$ cat config.mk
export PLATFORM = sky130hd
export DESIGN_NAME = psum_accum_writer
export DESIGN_NICKNAME = d
export VERILOG_FILES = /design/src/rtl/psum_pkg.sv /design/src/rtl/psum_col_adder.sv /design/src/rtl/psum_accum_writer.sv
export SDC_FILE = /design/constraint.sdc
export NUM_CORES = 1
export LEC_CHECK = 0
export ABC_AREA = 1
export CORE_MARGIN = 2
export CORE_UTILIZATION = 50
export CTS_CLUSTER_SIZE = 25
export DETAILED_ROUTE_END_ITERATION = 16
export PLACE_DENSITY_LB_ADDON = 0.12
export SLEW_MARGIN = 20
export SYNTH_ARGS = -nofsm -noshare
export SYNTH_HDL_FRONTEND = slang
export SYNTH_SLANG_ARGS = --single-unit
$ cat constraint.sdc
create_clock -name clk -period 6.6 [get_ports clk]
set_input_delay 0.99 -clock clk [delete_from_list [all_inputs] [get_ports clk]]
set_output_delay 0.99 -clock clk [all_outputs]
set_load 0.01 [all_outputs]
$ cat src/rtl/psum_pkg.sv
// Shared definitions for the psum accumulation writer: FSM state encoding and default geometry.
package psum_pkg;

    localparam int DEF_COL     = 8;
    localparam int DEF_PSUM_BW = 16;
    localparam int DEF_ADDR_W  = 4;

    localparam int ROW_CNT_W = 5;
    localparam int SET_CNT_W = 4;

    typedef enum logic [2:0] {
        IDLE,
        WR_DIRECT,
        RMW_RD,
        RMW_WR,
        FINISH
    } state_t;

endpackage

$ cat src/rtl/psum_col_adder.sv
// One column of the psum accumulator: signed add with no width growth.
// Build option PSUM_ACCUM_SAT_EN: saturate to the signed range instead of wrapping.
module psum_col_adder
    import psum_pkg::*;
#(
    parameter int PSUM_BW = DEF_PSUM_BW
) (
    input  logic signed [PSUM_BW-1:0] a,
    input  logic signed [PSUM_BW-1:0] b,
    output logic signed [PSUM_BW-1:0] sum
);

`ifdef PSUM_ACCUM_SAT_EN
    localparam logic signed [PSUM_BW-1:0] SAT_MAX = {1'b0, {(PSUM_BW-1){1'b1}}};
    localparam logic signed [PSUM_BW-1:0] SAT_MIN = {1'b1, {(PSUM_BW-1){1'b0}}};

    logic signed [PSUM_BW:0] wide;

    assign wide = {a[PSUM_BW-1], a} + {b[PSUM_BW-1], b};

    // Top two bits disagree only when the true sum left the PSUM_BW range.
    always_comb begin
        sum = wide[PSUM_BW-1:0];
        if (wide[PSUM_BW] != wide[PSUM_BW-1]) begin
            sum = wide[PSUM_BW] ? SAT_MIN : SAT_MAX;
        end
    end
`else
    assign sum = a + b;
`endif

endmodule

$ cat src/rtl/psum_accum_writer.sv
// Drains ofifo rows into pmem: set 0 writes directly, later sets read-modify-write (pmem += row).
// Build option PSUM_ACCUM_SAT_EN selects saturating column adds (default: wrap-around).
module psum_accum_writer
    import psum_pkg::*;
#(
    parameter int COL     = DEF_COL,
    parameter int PSUM_BW = DEF_PSUM_BW,
    parameter int ADDR_W  = DEF_ADDR_W
) (
    input  logic                    clk,
    input  logic                    reset,
    input  logic                    start,
    input  logic [4:0]              num_rows,
    input  logic [3:0]              num_sets,
    input  logic                    ofifo_valid,
    input  logic [COL*PSUM_BW-1:0]  ofifo_out,
    output logic                    ofifo_rd,
    output logic                    pmem_rd,
    output logic                    pmem_wr,
    output logic [ADDR_W-1:0]       pmem_add,
    output logic [COL*PSUM_BW-1:0]  pmem_din,
    input  logic [COL*PSUM_BW-1:0]  pmem_dout,
    output logic                    busy,
    output logic                    done
);

    localparam int ROW_W = COL * PSUM_BW;

    state_t                 state;
    state_t                 next_state;
    logic [ROW_CNT_W-1:0]   row_cnt;
    logic [ROW_CNT_W-1:0]   last_row;
    logic [SET_CNT_W-1:0]   set_cnt;
    logic [SET_CNT_W-1:0]   last_set;
    logic [ROW_W-1:0]       hold;
    logic [ROW_W-1:0]       sum_row;
    logic                   row_commit;
    logic                   last_row_hit;
    logic                   last_set_hit;

    assign row_commit   = ((state == WR_DIRECT) && ofifo_valid) || (state == RMW_WR);
    assign last_row_hit = (row_cnt == last_row);
    assign last_set_hit = (set_cnt == last_set);

    // Job geometry is stored as last indices so num_rows==0 naturally collapses to one row.
    always_ff @(posedge clk or posedge reset) begin
        if (reset) begin
            state    <= IDLE;
            row_cnt  <= '0;
            set_cnt  <= '0;
            last_row <= '0;
            last_set <= '0;
            hold     <= '0;
        end else begin
            state <= next_state;
            if ((state == IDLE) && start) begin
                last_row <= (num_rows == 5'd0) ? 5'd0 : (num_rows - 5'd1);
                last_set <= num_sets;
                row_cnt  <= '0;
                set_cnt  <= '0;
            end else if (row_commit) begin
                if (last_row_hit) begin
                    row_cnt <= '0;
                    set_cnt <= last_set_hit ? '0 : (set_cnt + 4'd1);
                end else begin
                    row_cnt <= row_cnt + 5'd1;
                end
            end
            if ((state == RMW_RD) && ofifo_valid) begin
                hold <= ofifo_out;
            end
        end
    end

    always_comb begin
        next_state = state;
        ofifo_rd   = 1'b0;
        pmem_rd    = 1'b0;
        pmem_wr    = 1'b0;
        pmem_add   = '0;
        pmem_din   = '0;
        busy       = 1'b0;
        done       = 1'b0;
        case (state)
            IDLE: begin
                if (start) begin
                    next_state = WR_DIRECT;
                end
            end
            WR_DIRECT: begin
                busy = 1'b1;
                if (ofifo_valid) begin
                    ofifo_rd = 1'b1;
                    pmem_wr  = 1'b1;
                    pmem_add = ADDR_W'(row_cnt);
                    pmem_din = ofifo_out;
                    if (last_row_hit) begin
                        next_state = last_set_hit ? FINISH : RMW_RD;
                    end
                end
            end
            RMW_RD: begin
                busy = 1'b1;
                if (ofifo_valid) begin
                    ofifo_rd   = 1'b1;
                    pmem_rd    = 1'b1;
                    pmem_add   = ADDR_W'(row_cnt);
                    next_state = RMW_WR;
                end
            end
            RMW_WR: begin
                busy     = 1'b1;
                pmem_wr  = 1'b1;
                pmem_add = ADDR_W'(row_cnt);
                pmem_din = sum_row;
                next_state = (last_row_hit && last_set_hit) ? FINISH : RMW_RD;
            end
            FINISH: begin
                done       = 1'b1;
                next_state = IDLE;
            end
            default: begin
                next_state = IDLE;
            end
        endcase
    end

    for (genvar c = 0; c < COL; c++) begin : g_col
        psum_col_adder #(
            .PSUM_BW (PSUM_BW)
        ) u_col_adder (
            .a   (hold[c*PSUM_BW +: PSUM_BW]),
            .b   (pmem_dout[c*PSUM_BW +: PSUM_BW]),
            .sum (sum_row[c*PSUM_BW +: PSUM_BW])
        );
    end

endmodule
Yosys cells after proc, flatten, opt, wreduce, memory -nomap -nowiden:

Index checks and enable logic that the tools add are counted.
W data, S select, Z words.

* output and inout bits: 137
* bits in registers: 149
* logic and storage cells: 65
* input bits: 269

* mux-type cells: 25
* reduce and logical (&&, ||, !) cells: 13
* $add $sub $neg: 11
* equality and inequality tests: 10

Operator list (count)
* $pmux W128 S2: 1
* $add A16 B16 Y16: 8
* $mux W128: 1
* $mux W4: 5
* $mux W5: 4
* $mux W3: 6
* $pmux W3 S4: 1
* $ne A2 B2 Y1 const B: 4
* $pmux W4 S2: 1
* $eq A3 B2 Y1 const B: 2
* $add A5 B1 Y5 const B: 1
* $eq A5 B5 Y1: 1
* $logic_not A5 Y1: 1
* $mux W1: 5
* $sub A5 B1 Y5 const B: 1
* $add A4 B1 Y4 const B: 1
* $eq A4 B4 Y1: 1
* $logic_and A1 B1 Y1: 4
* $reduce_and A4 Y1: 1
* $reduce_bool A2 Y1: 2
* $eq A3 B1 Y1 const B: 1
* $eq A3 B3 Y1 const B: 1
* $logic_not A3 Y1: 1
* $reduce_or A3 Y1: 1
* 4 further kinds: 4

Depth between registers and ports, before layout:

Gate-level depths: netlist (run 1).

* depth in word-level cells: 5
* gate-level depth with buffers: 11
* gate-level depth less buffers: 11

Hierarchy:

Synthesis (run 1) repeated with hierarchy kept, for this count alone.

* cell total of the unflattened synthesis: 2373
* area total of the unflattened synthesis: 15133.3 µm²

By module, submodules not included
* psum_accum_writer: times used 1, area an instance 7659.8 µm², cells each 948
* psum_col_adder at g_col[1].u_col_adder ...: times used 6, area an instance 938.4 µm², cells each 179
* psum_col_adder at g_col[0].u_col_adder: times used 1, area an instance 933.4 µm², cells each 176
* psum_col_adder at g_col[7].u_col_adder: times used 1, area an instance 909.6 µm², cells each 175

Worst setup path after synthesis (run 1):

No wires, ideal clock.

* path type: input to output
* start: in pmem_dout[0]
* end: out pmem_din[14]
* arrival: 2223 ps
* stages: 11
* setup slack: 3387 ps
* path buffers: 0
* path through: ha_1 fa_1 nand2_1 nand2_1 nand3b_1 nand2_1 nand2_1 nand2_1 nand2_1 nand3_1 nand2_1

* longest elaborated chain between the ends: 2

Ends and longest elaborated chain
* start: declaration: line psum_accum_writer.sv:22 `input logic [COL*PSUM_BW-1:0] pmem_dout,`
* $add A16 B16 Y16: line psum_col_adder.sv:29 `assign sum = a + b;`
* $pmux W128 S2: line psum_accum_writer.sv:84 `case (state)`
* end: declaration: line psum_accum_writer.sv:21 `output logic [COL*PSUM_BW-1:0] pmem_din,`

No other way between the ends.

Final worst setup path (run 1):

* start: in pmem_dout[112]
* end: out pmem_din[124]

The elaborated chain is that of the path after synthesis.

==> results of run 1 <==
## layer usage
layer	vias up	GRT usage, %	wire length [µm]
met4	0	10.2	1310
met3	66	7.09	3550
met1	7068	36.5	20000
met2	499	50.3	21900
li1	7690	-	-
met5	-	0	0
## where the power goes
group / total [mW] / internal [mW] / leakage [nW] / switching (mW)
Combinational: 5.76 / 2.62 / 8.22 / 3.14
Clock: 1.03 / 0.618 / 0.287 / 0.415
Sequential: 1.68 / 1.37 / 1.80 / 0.312
Total: 8.48 / 4.61 / 10.3 / 3.87
## placed cells by master (no fill, tap or decap), drive strengths merged
cell / count
nand2: 853
clkdlybuf4s50: 405
inv: 301
dfrtp: 149
nand3: 133
mux2: 126
ha: 123
nor2: 121
a21oi: 92
o21ai: 61
nand3b: 39
nor3: 23
clkbuf: 21
xor2: 15
or2: 15
a22o: 14
xnor2: 13
nand4: 12
diode: 10
and2: 9
fa: 8
buf: 7
a32o: 6
o22ai: 3
bufinv: 3
clkinvlp: 3
clkinv: 3
a31oi: 2
nor3b: 1
a21o: 1
and3: 1
o31ai: 1
## through the flow
stage	power [mW]	cell area [µm²]	utilization, %	std cells
after floorplan	5.61	14900	-	2165
after global placement	7.25	19100	64.9	2924
after detailed placement	7.37	19100	64.9	2924
after CTS	8.46	19700	67.0	2954
after global routing	9.24	19800	67.0	2958
final	8.48	19800	67.1	2964
## final cells by class
class | instances | area (µm²)
Fill cell | 2612 | 9710
Multi-Input combinational cell | 1672 | 9680
Timing Repair Buffer | 412 | 4120
Sequential cell | 149 | 3730
Inverter | 301 | 1140
Tap cell | 390 | 488
Clock buffer | 21 | 470
Clock inverter | 9 | 128
Antenna cell | 10 | 25.0
## registers in the layout, indices dropped and copies added (netlist names)
signal    cells
hold        128
row_cnt       5
state         3
last_set      4
last_row      5
set_cnt       4
## worst max-delay path by stage
stage | startpoint | slack [ns] | endpoint
after floorplan | reset | 1.60 | hold[0]
after global placement | pmem_dout[112] | 2.07 | pmem_din[124]
after detailed placement | pmem_dout[112] | 2.06 | pmem_din[124]
after CTS | pmem_dout[112] | 2.05 | pmem_din[124]
after global routing | pmem_dout[112] | 1.91 | pmem_din[124]
final | pmem_dout[112] | 2.04 | pmem_din[124]
## logic make-up after synthesis
kind of cell    count (synthesis)  share of synthesized area [%]
compound gates                180                           6.67
xor+xnor                       28                           1.64
flops                         149                           25.0
simple gates                 1207                           33.6
mux                           126                           11.5
buf+inv                       344                           10.2
fa+ha+maj                     131                           11.4
## critical path, cell delays in order
cell	delay, ns
clkdlybuf4s50_1	0.49
ha_1	0.24
inv_1	0.07
fa_1	0.41
inv_1	0.09
nand3_1	0.07
nand3_1	0.16
nand3_1	0.13
nand4_1	0.10
nand3_1	0.12
nand2_1	0.10
clkdlybuf4s50_1	0.59
==> metrics, run 1 <==
most common cell in the synthesized netlist nand2_1; Hold Crit Endpoint hold[96]; critical path class input port to output port; Synth Instances 2165; CTS H-tree lvls 4; Max Clk Rate 219 MHz; Initial Util 50.6%; Ports 406; Max VDD drop 0.000249 V; detailed placer's ending HPWL 36000 µm; Vias/cell 5.17; Synth area leaders dfrtp_1, nand2_1, ha_1; Synthesized Nets 2565; TritonCTS clock tree built; Final Cycle Share 69.1%; row cnt 63; fraction of registers with async set or reset after synthesis 100%; Worst Skew 0.00927 ns; layout cells sized above 1 7.10%; Tightest Pin Transition 0.883 ns; PwrDens 429 nW/µm²; hold path cells 1; CP required 5.61 ns; reg-to-reg startpoint state[0]; largest net degree at the start of global routing 105; worst r2r path cells 6; syn avg cell area 6.89 µm²; Worst slew margin 41.0%; P_leak 10.3 nW; TritonCTS Buffers 17; Critical Path Sink Type output port; fin nets 2953; GRT Overall Usage 29.5%; grt total ovfl 0; Worst-Skew Late Latency 0.45 ns; die area 31200 µm²; I/O Buffers 405; Die Wd 177 µm; hold path startpoint hold[96]; initial DRC count 982; ANT nets after route 0; Synth Register Bits 149; reg2reg end hold[99]; Final Max Tran Viols 0; maximum clock path buffer count 2; Fin Hold WS 0.500 ns; hold buffers post-CTS 0; outcome completed; Yosys cell types 38; drt pass-1 iters 5; final worst slack 2.04 ns; reg-to-reg slack, setup 4.04 ns; synthesized area 14900 µm²; first-pass GRT wire length 73500 µm; routability cong. 0.939; DRC Markers 0; Setup WS pre-CTS 2.06 ns; Final setup viols 0; Post-CTS Resized 0; max-cap check violation count 0; Die H 177 µm; Post-CTS Setup Inserts 0; number of clock sinks 149; crit path DAT 3.57 ns; Synth area leader dfrtp_1; min-delay worst type flop to flop; final wirelength 46800 µm; Synth-to-Final Area Change 32.6%; Final Hold Fails 0; CP Max Fanout 4; vias 15300; vias in the first global route 14800; number of synthesized flops with an enable pin 0; Core Region 29500 µm²; register area share after synthesis 25.0%; unrepaired setup endpoints after global routing no; YS warnings 0; Final Critical Period 4.56 ns; CTS root buffer clkbuf_16; antenna violations before repair 6; Routed WL per cell 15.8 µm; Synth Flop Type dfrtp_1; Post-synth top cells nand2_1, inv_1, dfrtp_1, nand3_1, ha_1; setup_tns 0 ns; startpoint types input port; Reg clk slew, reported paths 0.06 ns; Yosys top cell area share 25.0%
(Power assumes the default switching activity.)
==> run 2: changes to the inputs <==
CORE_UTILIZATION = 45   (was 50)
clock period = 3.8 ns   (was 6.6 ns; I/O delays follow)
==> metrics, run 2 (synthesis gave the netlist of run 1 again) <==
DP Cell Count 2979 (+1.9%); row cnt 66 (+4.8%); largest registers hold (128), last_row (5), row_cnt (5); first-pass GRT wire length 74000 µm (+0.71%); Core Region 32600 µm² (+11%); vias 15100 (-1.3%); Max VDD drop 0.000422 V (+70%); unrepaired setup endpoints after global routing no; Max Clk Rate 278 MHz; worst r2r path cells 6 (unchanged); Post-Layout Cell Count 3019 (+1.9%); Worst slew margin 36.5% (-4.5 points); GRT Overall Usage 27.0% (-2.5 points); Reg power frac 19.9% (about the same); Final Hold Fails 0 (unchanged); startpoint types input port; hold path cells 1 (unchanged); setup_tns 0 ns (unchanged); Initial Util 45.7% (-4.9 points); internal power 7.96 mW (+73%); final worst slack 0.206 ns (-1.84 ns); crit path DAT 3.02 ns (-0.55 ns); FF+latch area 3730 µm² (unchanged); hold path startpoint hold[96]; utilization after layout 61.0% (-6.1 points); Tightest Pin Transition 0.951 ns (+0.0675 ns); detailed placer's ending HPWL 36000 µm (-0.10%); Switch Pwr 6.69 mW (+73%); fin nets 2956 (+0.10%); CP Max Fanout 4 (unchanged); commonest non-fill, non-tap cell in the layout nand2_1; final wirelength 46500 µm (-0.70%); critical path class input port to output port; Worst-Skew Late Latency 0.44 ns (about the same); Ports 406 (unchanged); antenna violations before repair 7 (+1); Final Cycle Share 94.6%; number of fill cells in the layout 3027 (+16%); Setup WS pre-CTS 0.0991 ns (-1.96 ns); I/O Buffers 405 (unchanged); initial DRC count 648 (-34%); hold buffers post-CTS 0 (unchanged); TritonCTS Buffers 17 (unchanged); PwrDens 736 nW/µm² (+72%); drt pass-1 iters 5 (unchanged); most flop-heavy register hold; P_leak 10.3 nW (+0.43%); CTS root buffer clkbuf_16; footprint of the multi-input gates 9680 µm² (unchanged); largest net degree at the start of global routing 106 (+0.95%); commonest non-fill, non-tap cells in the layout nand2_1, clkdlybuf4s50_1, inv_1, dfrtp_1, nand3_1; Comb power frac 68.0% (about the same); Final Critical Period 3.59 ns; Synth-to-Final Area Change 33.4%; maximum clock path buffer count 2 (unchanged); Reg clk slew, reported paths 0.06 ns (about the same); grt total ovfl 0 (unchanged); layout cells sized above 1 7.32% (+0.22 points); reg2reg end hold[99]; Hold Crit Endpoint hold[96]; die area 34600 µm² (+11%); Critical Path Sink Type output port; Routed WL per cell 15.4 µm (-2.5%); switch share 45.7% (about the same); Final Max Tran Viols 0 (unchanged); Die H 186 µm (+5.3%); CTS H-tree lvls 4 (unchanged); reg-to-reg startpoint state[0]; max reg flops 128 (unchanged); vias in the first global route 15100 (+2.0%); outcome completed; max-cap check violation count 0 (unchanged); number of clock sinks 149 (unchanged); DRC Markers 0 (unchanged); Vias/cell 5.01 (-3.1%); ANT nets after route 0 (unchanged); Final setup viols 0 (unchanged); CP required 3.23 ns (-2.38 ns); reg-to-reg slack, setup 1.57 ns (-2.47 ns); routability cong. 0.942 (+0.35%); Fin Hold WS 0.499 ns (-0.000420 ns); Die Wd 186 µm (+5.3%); TritonCTS clock tree built; min-delay worst type flop to flop; Clk network pwr share 12.1% (about the same); Worst Skew 0.00693 ns (-0.00234 ns)
==> run 2: layout make-up <==
cell class | instances | area share [%]
inverter | 301 | 5.70
sequential | 149 | 18.7
timing repair buffer | 415 | 21.1
clock buffer | 20 | 2.35
clock inverter | 12 | 0.635
antenna | 8 | 0.101
multi-input combinational | 1672 | 48.6
tap | 442 | 2.78
==> run 2: power by group through the flow <==
| stage | clock network (mW) | registers [mW] | logic, mW |
|---|---|---|---|
| 2_1_floorplan | 0 | 2.78 | 6.96 |
| 3_3_place_gp | 0 | 2.90 | 9.73 |
| 3_5_place_dp | 0 | 2.93 | 9.87 |
| 4_1_cts | 1.80 | 2.92 | 9.94 |
| 5_1_grt | 1.87 | 3.03 | 11.2 |
| 6_report | 1.77 | 2.92 | 9.96 |
==> run 2: worst max-delay path, stage by stage <==
cell and delay (ns):
clkdlybuf4s50_1 0.47, ha_1 0.24, inv_1 0.07, fa_1 0.40, inv_1 0.10, nand3_1 0.07
nand3_1 0.16, nand2_1 0.07, nand3_1 0.09, nor2_1 0.05, o21ai_1 0.12, clkdlybuf4s50_1 0.60
==> run 2: what timing repair did <==
| item | CTS | global route |
|---|---|---|
| buffers inserted | 0 | 0 |
| endpoints found under the setup margin | 0 | 1 |
| gates resized for setup | 0 | 1 |
==> run 2: per-stage QoR <==
step | power [mW] | cell area (µm²)
floorplan | 9.74 | 14900
global placement | 12.6 | 19300
detailed placement | 12.8 | 19300
CTS | 14.7 | 19900
global route | 16.1 | 19900
finish | 14.6 | 19900
==> run 2: metal layers <==
| metal | vias to the layer above | share of wire [%] | GRT usage (%) |
|---|---|---|---|
| met2 | 417 | 47 | 47.3 |
| li1 | 7707 | - | - |
| met5 | - | 0.065 | 0 |
| met1 | 6939 | 43 | 32.5 |
| met4 | 4 | 2.4 | 9.26 |
| met3 | 57 | 7.0 | 6.07 |
==> run 2: how the worst max path moves through the flow <==
stage                   start            end  slack [ns]  depth (start not counted)
5_1_grt        pmem_dout[112]  pmem_din[120]        0.05                         12
2_1_floorplan           reset        hold[0]        1.36                          1
4_1_cts        pmem_dout[112]  pmem_din[124]        0.08                         12
6_report       pmem_dout[112]  pmem_din[120]        0.21                         12
3_5_place_dp   pmem_dout[112]  pmem_din[124]         0.1                         12
3_3_place_gp   pmem_dout[112]  pmem_din[124]        0.11                         12
